<file path="src/rtl/riscv_core_branch_predictor_if.sv">
// Fetch-lookup and execute-update signal bundle for riscv_core_branch_predictor.
// The predictor takes the slave modport; the fetch/execute side takes master.
interface riscv_core_branch_predictor_if #(
    parameter int unsigned ALEN = 64
);
    logic [ALEN-1:0] i_fetch_pc;
    logic            o_valid;
    logic            o_branch_taken;
    logic [ALEN-1:0] o_target_address;
    logic            i_upd_en;
    logic [ALEN-1:0] i_upd_pc;
    logic            i_upd_branch;
    logic            i_upd_jump;
    logic            i_upd_taken;
    logic [ALEN-1:0] i_upd_target;

    modport slave (
        input  i_fetch_pc, i_upd_en, i_upd_pc, i_upd_branch, i_upd_jump, i_upd_taken,
               i_upd_target,
        output o_valid, o_branch_taken, o_target_address
    );

    modport master (
        output i_fetch_pc, i_upd_en, i_upd_pc, i_upd_branch, i_upd_jump, i_upd_taken,
               i_upd_target,
        input  o_valid, o_branch_taken, o_target_address
    );
endinterface

</file>
<file path="src/rtl/riscv_core_branch_predictor.sv">
// Direct-mapped BTB with 2-bit saturating counters and zero-latency lookup.
// Define BP_GSHARE_EN to move counters into a GHR-xor-indexed gshare table.
module riscv_core_branch_predictor #(
    parameter int unsigned ALEN    = 64,
    parameter int unsigned ENTRIES = 32,
    parameter int unsigned TAG_W   = 16
) (
    input logic                         i_clk,
    input logic                         i_rst_n,
    riscv_core_branch_predictor_if.slave bp
);
    localparam int unsigned IDX_W = $clog2(ENTRIES);
    typedef logic [IDX_W-1:0] idx_t;

    logic [ENTRIES-1:0] valid_q;
    logic [ENTRIES-1:0] is_jump_q;
    logic [TAG_W-1:0]   tag_q    [ENTRIES];
    logic [ALEN-1:0]    target_q [ENTRIES];
    // Per-entry counters, or the gshare pattern table when BP_GSHARE_EN is defined.
    logic [1:0]         ctr_q    [ENTRIES];

    idx_t             fetch_idx, fetch_cidx, upd_idx, upd_cidx;
    logic [TAG_W-1:0] fetch_tag, upd_tag;
    logic             fetch_hit, upd_ok, upd_hit, wr_entry, ctr_we;
    logic [1:0]       ctr_cur, ctr_d;

    assign fetch_idx = bp.i_fetch_pc[IDX_W:1];
    assign fetch_tag = bp.i_fetch_pc[IDX_W+TAG_W:IDX_W+1];
    assign upd_idx   = bp.i_upd_pc[IDX_W:1];
    assign upd_tag   = bp.i_upd_pc[IDX_W+TAG_W:IDX_W+1];

    logic unused_pc_bits;
    assign unused_pc_bits = ^{bp.i_fetch_pc[ALEN-1:IDX_W+TAG_W+1], bp.i_fetch_pc[0],
                              bp.i_upd_pc[ALEN-1:IDX_W+TAG_W+1], bp.i_upd_pc[0]};

`ifdef BP_GSHARE_EN
    idx_t ghr_q, ghr_d;

    assign fetch_cidx = fetch_idx ^ ghr_q;
    assign upd_cidx   = upd_idx ^ ghr_q;

    always_comb begin
        ghr_d = ghr_q;
        if (upd_ok && bp.i_upd_branch) begin
            ghr_d = {ghr_q[IDX_W-2:0], bp.i_upd_taken};
        end
    end

    always_ff @(posedge i_clk or negedge i_rst_n) begin
        if (!i_rst_n) begin
            ghr_q <= '0;
        end else begin
            ghr_q <= ghr_d;
        end
    end
`else
    assign fetch_cidx = fetch_idx;
    assign upd_cidx   = upd_idx;
`endif

    // Lookup reads registered state only: a same-cycle update is not bypassed.
    assign fetch_hit           = valid_q[fetch_idx] && (tag_q[fetch_idx] == fetch_tag);
    assign bp.o_valid          = fetch_hit;
    assign bp.o_branch_taken   = fetch_hit && (is_jump_q[fetch_idx] || ctr_q[fetch_cidx][1]);
    assign bp.o_target_address = fetch_hit ? target_q[fetch_idx] : '0;

    assign upd_ok  = bp.i_upd_en && (bp.i_upd_branch ^ bp.i_upd_jump);
    assign upd_hit = valid_q[upd_idx] && (tag_q[upd_idx] == upd_tag);
    assign ctr_cur = ctr_q[upd_cidx];

    always_comb begin
        wr_entry = 1'b0;
        ctr_we   = 1'b0;
        ctr_d    = ctr_cur;
        if (upd_ok) begin
            if (bp.i_upd_jump) begin
                wr_entry = 1'b1;
                ctr_we   = 1'b1;
                ctr_d    = 2'b11;
            end else if (bp.i_upd_taken) begin
                // Taken branch: allocate on miss, strengthen and retarget on hit.
                wr_entry = 1'b1;
                ctr_we   = 1'b1;
                if (!upd_hit) begin
                    ctr_d = 2'b10;
                end else if (ctr_cur != 2'b11) begin
                    ctr_d = ctr_cur + 2'd1;
                end
            end else if (upd_hit) begin
                ctr_we = 1'b1;
                if (ctr_cur != 2'b00) begin
                    ctr_d = ctr_cur - 2'd1;
                end
            end
        end
    end

    always_ff @(posedge i_clk or negedge i_rst_n) begin
        if (!i_rst_n) begin
            valid_q   <= '0;
            is_jump_q <= '0;
            for (int i = 0; i < ENTRIES; i++) begin
                ctr_q[i] <= 2'b01;
            end
        end else begin
            if (wr_entry) begin
                valid_q[upd_idx]   <= 1'b1;
                is_jump_q[upd_idx] <= bp.i_upd_jump;
            end
            if (ctr_we) begin
                ctr_q[upd_cidx] <= ctr_d;
            end
        end
    end

    // Tag and target are qualified by valid, so they carry no reset.
    always_ff @(posedge i_clk) begin
        if (wr_entry) begin
            tag_q[upd_idx]    <= upd_tag;
            target_q[upd_idx] <= bp.i_upd_target;
        end
    end
endmodule
</file>
<file path="src/flat_wrapper.sv">
// flat-port wrapper written by rule: the top's interface ports become plain ports
module riscv_core_branch_predictor_flat 
#(
    parameter int unsigned ALEN    = 64,
    parameter int unsigned ENTRIES = 32,
    parameter int unsigned TAG_W   = 16
)
  (i_clk, i_rst_n, bp_i_fetch_pc, bp_i_upd_en, bp_i_upd_pc, bp_i_upd_branch, bp_i_upd_jump, bp_i_upd_taken, bp_i_upd_target, bp_o_valid, bp_o_branch_taken, bp_o_target_address);
  riscv_core_branch_predictor_if #(.ALEN(ALEN)) bp_i ();
  input logic i_clk;
  input logic i_rst_n;
  input wire logic [$bits(bp_i.i_fetch_pc)-1:0] bp_i_fetch_pc;
  input wire logic [$bits(bp_i.i_upd_en)-1:0] bp_i_upd_en;
  input wire logic [$bits(bp_i.i_upd_pc)-1:0] bp_i_upd_pc;
  input wire logic [$bits(bp_i.i_upd_branch)-1:0] bp_i_upd_branch;
  input wire logic [$bits(bp_i.i_upd_jump)-1:0] bp_i_upd_jump;
  input wire logic [$bits(bp_i.i_upd_taken)-1:0] bp_i_upd_taken;
  input wire logic [$bits(bp_i.i_upd_target)-1:0] bp_i_upd_target;
  output wire logic [$bits(bp_i.o_valid)-1:0] bp_o_valid;
  output wire logic [$bits(bp_i.o_branch_taken)-1:0] bp_o_branch_taken;
  output wire logic [$bits(bp_i.o_target_address)-1:0] bp_o_target_address;
  assign bp_i.i_fetch_pc = bp_i_fetch_pc;
  assign bp_i.i_upd_en = bp_i_upd_en;
  assign bp_i.i_upd_pc = bp_i_upd_pc;
  assign bp_i.i_upd_branch = bp_i_upd_branch;
  assign bp_i.i_upd_jump = bp_i_upd_jump;
  assign bp_i.i_upd_taken = bp_i_upd_taken;
  assign bp_i.i_upd_target = bp_i_upd_target;
  assign bp_o_valid = bp_i.o_valid;
  assign bp_o_branch_taken = bp_i.o_branch_taken;
  assign bp_o_target_address = bp_i.o_target_address;
  riscv_core_branch_predictor #(.ALEN(ALEN), .ENTRIES(ENTRIES), .TAG_W(TAG_W)) u_core (.i_clk(i_clk), .i_rst_n(i_rst_n), .bp(bp_i));
endmodule
</file>
<file path="config.mk">
export PLATFORM = sky130hd
export DESIGN_NAME = riscv_core_branch_predictor_flat
export DESIGN_NICKNAME = d
export VERILOG_FILES = /design/src/rtl/riscv_core_branch_predictor_if.sv /design/src/rtl/riscv_core_branch_predictor.sv /design/src/flat_wrapper.sv
export SDC_FILE = /design/constraint.sdc
export NUM_CORES = 2
export LEC_CHECK = 0
export BUFFER_PORTS_ARGS = -buffer_cell sky130_fd_sc_hd__buf_2
export CAP_MARGIN = 25
export CELL_PAD_IN_SITES_DETAIL_PLACEMENT = 0
export CELL_PAD_IN_SITES_GLOBAL_PLACEMENT = 2
export CORE_UTILIZATION = 52
export CTS_BUF_LIST = sky130_fd_sc_hd__clkbuf_4
export DETAILED_ROUTE_END_ITERATION = 10
export PLACE_DENSITY = 0.8
export SYNTH_ARGS = -nofsm -noshare
export SYNTH_HDL_FRONTEND = slang
export SYNTH_SLANG_ARGS = --single-unit
</file>
<file path="constraint.sdc">
create_clock -name i_clk -period 9.22 [get_ports i_clk]
set_input_delay 2.766 -clock i_clk [delete_from_list [all_inputs] [get_ports i_clk]]
set_output_delay 2.766 -clock i_clk [all_outputs]
set_load 0.05 [all_outputs]
</file>
# Word-level counts from Yosys, hierarchy flattened
# Memories as Yosys holds them, arrays and structs flattened.
# Index checks and enable logic that the tools add are counted.
[op_classes]
n_addsub = 2
order_cmp = 6
eq_ne = 3
n_mux = 35
bitwise_logic = 4
n_reduce_logical = 8
[op_table]
columns = ["cell", "count"]
rows = [
  ["$bwmux 64", 1],
  ["$mux 64", 1],
  ["$bwmux 32", 1],
  ["$eq 16x16->1", 2],
  ["$or 32x32->32", 1],
  ["$mux 2", 12],
  ["$bmux 2 s5", 2],
  ["$bmux 1 s5", 3],
  ["$mux 1", 13],
  ["$ge 6x6->1 const B", 2],
  ["$lt 5x6->1 const B", 2],
  ["$not 5->6", 2],
  ["$demux 2 s5", 1],
  ["$logic_and 1x1->1", 6],
  ["$lt 6x1->1 const B", 1],
  ["$demux 1 s5", 1],
  ["$ge 5x1->1 const B", 1],
  ["$add 2x1->2 const B", 1],
  ["$ne 2x2->1 const B", 1],
  ["$reduce_bool 2->1", 1],
  ["$sub 2x1->2 const B", 1],
  ["$logic_or 1x1->1", 1],
  ["$xor 1x1->1", 1],
]
[totals]
reg_bits = 128
ram_bits = 2560
n_memories = 2
[memory_table]
columns = ["memory", "words", "word_bits", "read_ports", "rd_clocked_by_memory_dff", "wr", "line_no", "rtl"]
rows = [
  ["u_core.target_q", 32, 64, 1, 0, 1, "riscv_core_branch_predictor.sv:18", "logic [ALEN-1:0] target_q [ENTRIES];"],
  ["u_core.tag_q", 32, 16, 2, 0, 1, "riscv_core_branch_predictor.sv:17", "logic [TAG_W-1:0] tag_q [ENTRIES];"],
]

# Depth between registers and ports, before layout
[logic_depth]
ltp_word = 11
ltp_mapped = 16
mapped_depth_nobuf = 9

# Least setup slack after synthesis
# OpenSTA, ideal clock, no wires.
[synth_path]
path_type = "in2out"
start = "input port bp_i_fetch_pc[2]"
end = "output port bp_o_branch_taken"
arrival_time_ns = 6.677
required_ns = 6.454
setup_slack_ns = -0.223
path_stages = 12
cell_sequence = "clkbuf_1 clkbuf_1 buf_1 mux4_2 mux4_2 mux2i_1 xnor2_1 nor3_1 nand3_1 or3_1 buf_2 a211oi_1"
[synth_between]
elab_chain_len = 6
[synth_rtl]
columns = ["element", "line_no", "rtl"]
rows = [
  ["from (decl)", "flat_wrapper.sv:12", "input wire logic [$bits(bp_i.i_fetch_pc)-1:0] bp_i_fetch_pc;"],
  ["branches (longest 5 deep; another with $mem_v2 32x16)", "n/a", ""],
  ["$logic_and 1x1->1 *", "riscv_core_branch_predictor.sv:64", "assign bp.o_branch_taken = fetch_hit && (is_jump_q[fetch_idx] || ctr_q[fetch_cidx][1]);"],
  ["to (decl)", "flat_wrapper.sv:20", "output wire logic [$bits(bp_i.o_branch_taken)-1:0] bp_o_branch_taken;"],
]
# Mark *: on every way between the ends. The select of a mux whose other input is x is not followed.

# Worst setup path in the final report
[layout_path]
start = "input port bp_i_fetch_pc[1]"
end = "output port bp_o_branch_taken"
# The elaborated chain is that of the path after synthesis.

==> qor.txt <==
status: finished with violations
failing checks: negative setup slack
Max Clk Rate: 108 MHz
fin crit share: 100%
Adder-Cell Fraction of Synth Area: 0%
vias in the first global route: 57,400
DP HPWL: 143,000 um
antenna violations before repair: 29
max-cap viol count: 0
Layout Utilization: 59.6%
critical path's most frequent cell: buf_12
ys async rst share: 4.76%
Critical R2R Launch: u_core.tag_q[15][15]$_DFFE_PP_
Leak: 40.6 nW
worst reg2reg setup slack: 5.35 ns
Final Wtd Congestion: 0.804
routed wire length: 282,000 um
ANT nets after route: 0
initial DRC count: 6,630
VDD IR-drop max: 0.123 mV
drt drc: 0
crit path max-delay cell type: mux4_2
Syn Std Cell Area: 0.108 mm^2
XOR/XNOR Fraction of Synth Area: 0.187%
share of cells above drive strength 1: 41.6%
IO buf count: 177
ys flop type: edfxtp_1
hold path startpoint: u_core.valid_q[21]$_DFFE_PN0P_
DR vias/cell: 6.44
critical path's largest stage delay: 0.50 ns
Die H: 458 um
PnR worst setup slack: -0.0103 ns
Final Max Tran Viols: 0
Synth cell types: 50
Die ar.: 0.210 mm^2
CP required: 6.45 ns
CTS buffer count: 687
Clock Latency Late Sink: 1.45 ns
Layout area overhead: 13.3%
Hold Path Class: register to register
Worst Hold Depth: 1
Final Hold Fails: 0
first-pass iteration count of the detailed router: 6
Top-Level Pins: 264
nets@finish: 5,735
RSZ-0062 raised after global routing: true
Yosys reg bits: 2,688
Worst-path clk slew: 0.06 ns
Synth Instances: 4,729
Post-Synth Simple-Gate Area: 1.41%
CP Cell Sequence: buf_12, buf_16, buf_12, mux4_2, mux4_2, mux2i_1, xnor2_1, nor3_2, buf_4, nand3_2, or3_4, buf_16, buf_4, a211oi_4, buf_6, buf_12
Hold Crit Endpoint: u_core.valid_q[21]$_DFFE_PN0P_
Post-synth EDFFs: 2,560
core area: 0.205 mm^2
synth warn: 0
Row Count: 166
Starting Density: 52.6%
Setup-failing EPs final: 1
# clock sinks: 2,688
slew of the pin with the lowest slew margin: 1.09 ns
Startpoint Class: input pin
compound-cell area share of the yosys netlist: 1.37%
Hold Worst Slack: 0.491 ns
CTS tree: yes
largest family of logic cells by synthesized area: multiplexers
# fillers: 14,700
Slew HR: 27.2%
first-pass GRT wire length: 403,000 um
syn_area_per_cell: 22.8 um^2
mux share of post-synthesis cell area: 21.5%
total gr overflow: 0
CTS Root Cell: clkbuf_4
Max clock buf depth: 4
setup_tns: -0.0103 ns
Critical Path Sink Type: primary output
Die Span X: 458 um
Layout Skew: 0.104 ns
total power divided by cell area: 203 mW/mm^2
min cycle time layout: 9.23 ns
sequential area share after synthesis: 74.2%
Crit Path Category: input pin to primary output
critical path peak fanout: 13
largest net degree at the start of global routing: 111
worst reg-to-reg path cell count: 10
worst r2r dst: u_core.ctr_q[49]$_DFFE_PN0P_
DR WL/cell: 32.5 um
Syn Nets: 4,927
GRT Util Overall: 27.2%
H-tree depth: 6
total power: 0.0248 W
vias: 55,900
Crit path arrival time: 6.46 ns
sequential cells by signal, indices dropped and copies added (netlist names):
register,count
u_core.valid_q,32
u_core.tag_q,512
u_core.is_jump_q,32
u_core.ctr_q,64
u_core.target_q,2048
cell type report:
| cell class | count | area (um^2) | share of cell area, % |
|---|---|---|---|
| Inverter | 8 | 55.1 | 0.0450 |
| Sequential cell | 2688 | 80100 | 65.5 |
| Clock inverter | 159 | 897 | 0.733 |
| Tap cell | 2688 | 3360 | 2.75 |
| Multi-Input combinational cell | 1737 | 26800 | 21.9 |
| Timing Repair Buffer | 415 | 3820 | 3.12 |
| Antenna cell | 9 | 22.5 | 0.0184 |
| Clock buffer | 979 | 7350 | 6.00 |
kinds of logic (layout without fill, tap and decap cells):
| kind of cell | Yosys count | after routing |
|---|---|---|
| other | 0 | 9 |
| XOR/XNOR | 23 | 23 |
| buffers and inverters | 304 | 1561 |
| AND/OR/NAND/NOR | 286 | 286 |
| flip-flops | 2688 | 2688 |
| multiplexers | 1219 | 1219 |
| AO/OA/AOI/OAI | 209 | 209 |
per-layer routing:
| layer | track usage [%] | up-vias | part of all wire (%) |
|---|---|---|---|
| met2 | 42.3 | 3070 | 48 |
| met5 | 0 | - | 0.041 |
| li1 | - | 22400 | - |
| met1 | 38.9 | 29900 | 40 |
| met3 | 5.80 | 454 | 9.4 |
| met4 | 8.44 | 18 | 2.4 |
repair_timing:
| action | in CTS | in global routing |
|---|---|---|
| cloned | 2 | 0 |
| hold buffers | 0 | 0 |
| endpoints found under the setup margin | 66 | 63 |
| buffers inserted | 7 | 2 |
| hold endpoints to repair | 0 | 0 |
| gates resized for setup | 16 | 7 |
| pin swaps | 5 | 2 |
layout by cell type, fill, tap and decap left out, drive strengths merged, types with 29 or more instances in the layout:
cell type,instances
a22oi,31
buf,412
clkbuf,980
clkinv,130
dfrtp,96
dfstp,32
edfxtp,2560
mux2,88
mux2i,255
mux4,876
nor2,117
o2111a,29
o22ai,92
synth_stat cells, types with 3 or more instances:
cell type / instances / area share [%]
or3_1: 7 / 0.041
a22oi_1: 31 / 0.22
xnor2_1: 14 / 0.11
xor2_1: 9 / 0.073
and3_1: 7 / 0.041
mux2_2: 65 / 0.68
mux2i_1: 255 / 2.4
or4_1: 11 / 0.076
dfstp_2: 32 / 0.78
mux2_1: 23 / 0.24
mux4_2: 876 / 18
or4b_1: 4 / 0.037
nand4bb_1: 6 / 0.063
buf_4: 14 / 0.097
nand2b_1: 6 / 0.035
nand2_1: 17 / 0.059
buf_6: 19 / 0.20
and2_1: 4 / 0.023
edfxtp_1: 2560 / 71
inv_1: 7 / 0.024
or3b_2: 3 / 0.024
buf_2: 59 / 0.27
a211oi_1: 12 / 0.083
dfrtp_1: 96 / 2.2
nor4_1: 18 / 0.10
clkbuf_1: 157 / 0.55
nor2b_1: 3 / 0.017
nor3_1: 19 / 0.088
nand3b_1: 4 / 0.028
nor2_1: 117 / 0.41
nand4b_1: 4 / 0.032
nand4_1: 10 / 0.058
o31ai_1: 3 / 0.021
or2_2: 28 / 0.16
buf_1: 47 / 0.16
and3b_1: 3 / 0.024
nor3b_1: 4 / 0.028
o22ai_1: 92 / 0.53
a21oi_1: 22 / 0.10
nand3_1: 9 / 0.042
o21ai_0: 12 / 0.056
a31oi_1: 4 / 0.023
o2111a_1: 29 / 0.30
worst max path at each step:
stage,from,end,slack [ns],cells after the start
2_1_floorplan,bp_i_fetch_pc[2],bp_o_target_address[54],0.14,13
3_3_place_gp,bp_i_fetch_pc[1],bp_o_branch_taken,-0.40,16
3_5_place_dp,bp_i_fetch_pc[1],bp_o_branch_taken,-0.39,16
4_1_cts,bp_i_fetch_pc[1],bp_o_branch_taken,0.002,15
5_1_grt,bp_i_fetch_pc[1],bp_o_branch_taken,-0.03,15
6_report,bp_i_fetch_pc[1],bp_o_branch_taken,-0.01,16
power breakdown:
part / internal (W) / switching [W]
Sequential: 0.0135 / 0.0000634
Clock: 0.00512 / 0.00465
Combinational: 0.000657 / 0.000802
critical path, delay by kind of cell:
family | cells | cell delay, ns
simple gates | 3 | 0.85
xor+xnor | 1 | 0.13
buf+inv | 8 | 1.30
mux | 3 | 1.16
compound gates | 1 | 0.21
per-stage QoR:
stage	area (um^2)	setup WS (ns)	std cells
2_1_floorplan	108000	0.139	4729
3_3_place_gp	114000	-0.401	7520
3_5_place_dp	114000	-0.394	7524
4_1_cts	122000	0.00241	8671
5_1_grt	122000	-0.0347	8682
6_report	122000	-0.0103	8683
(Power assumes the default switching activity.)
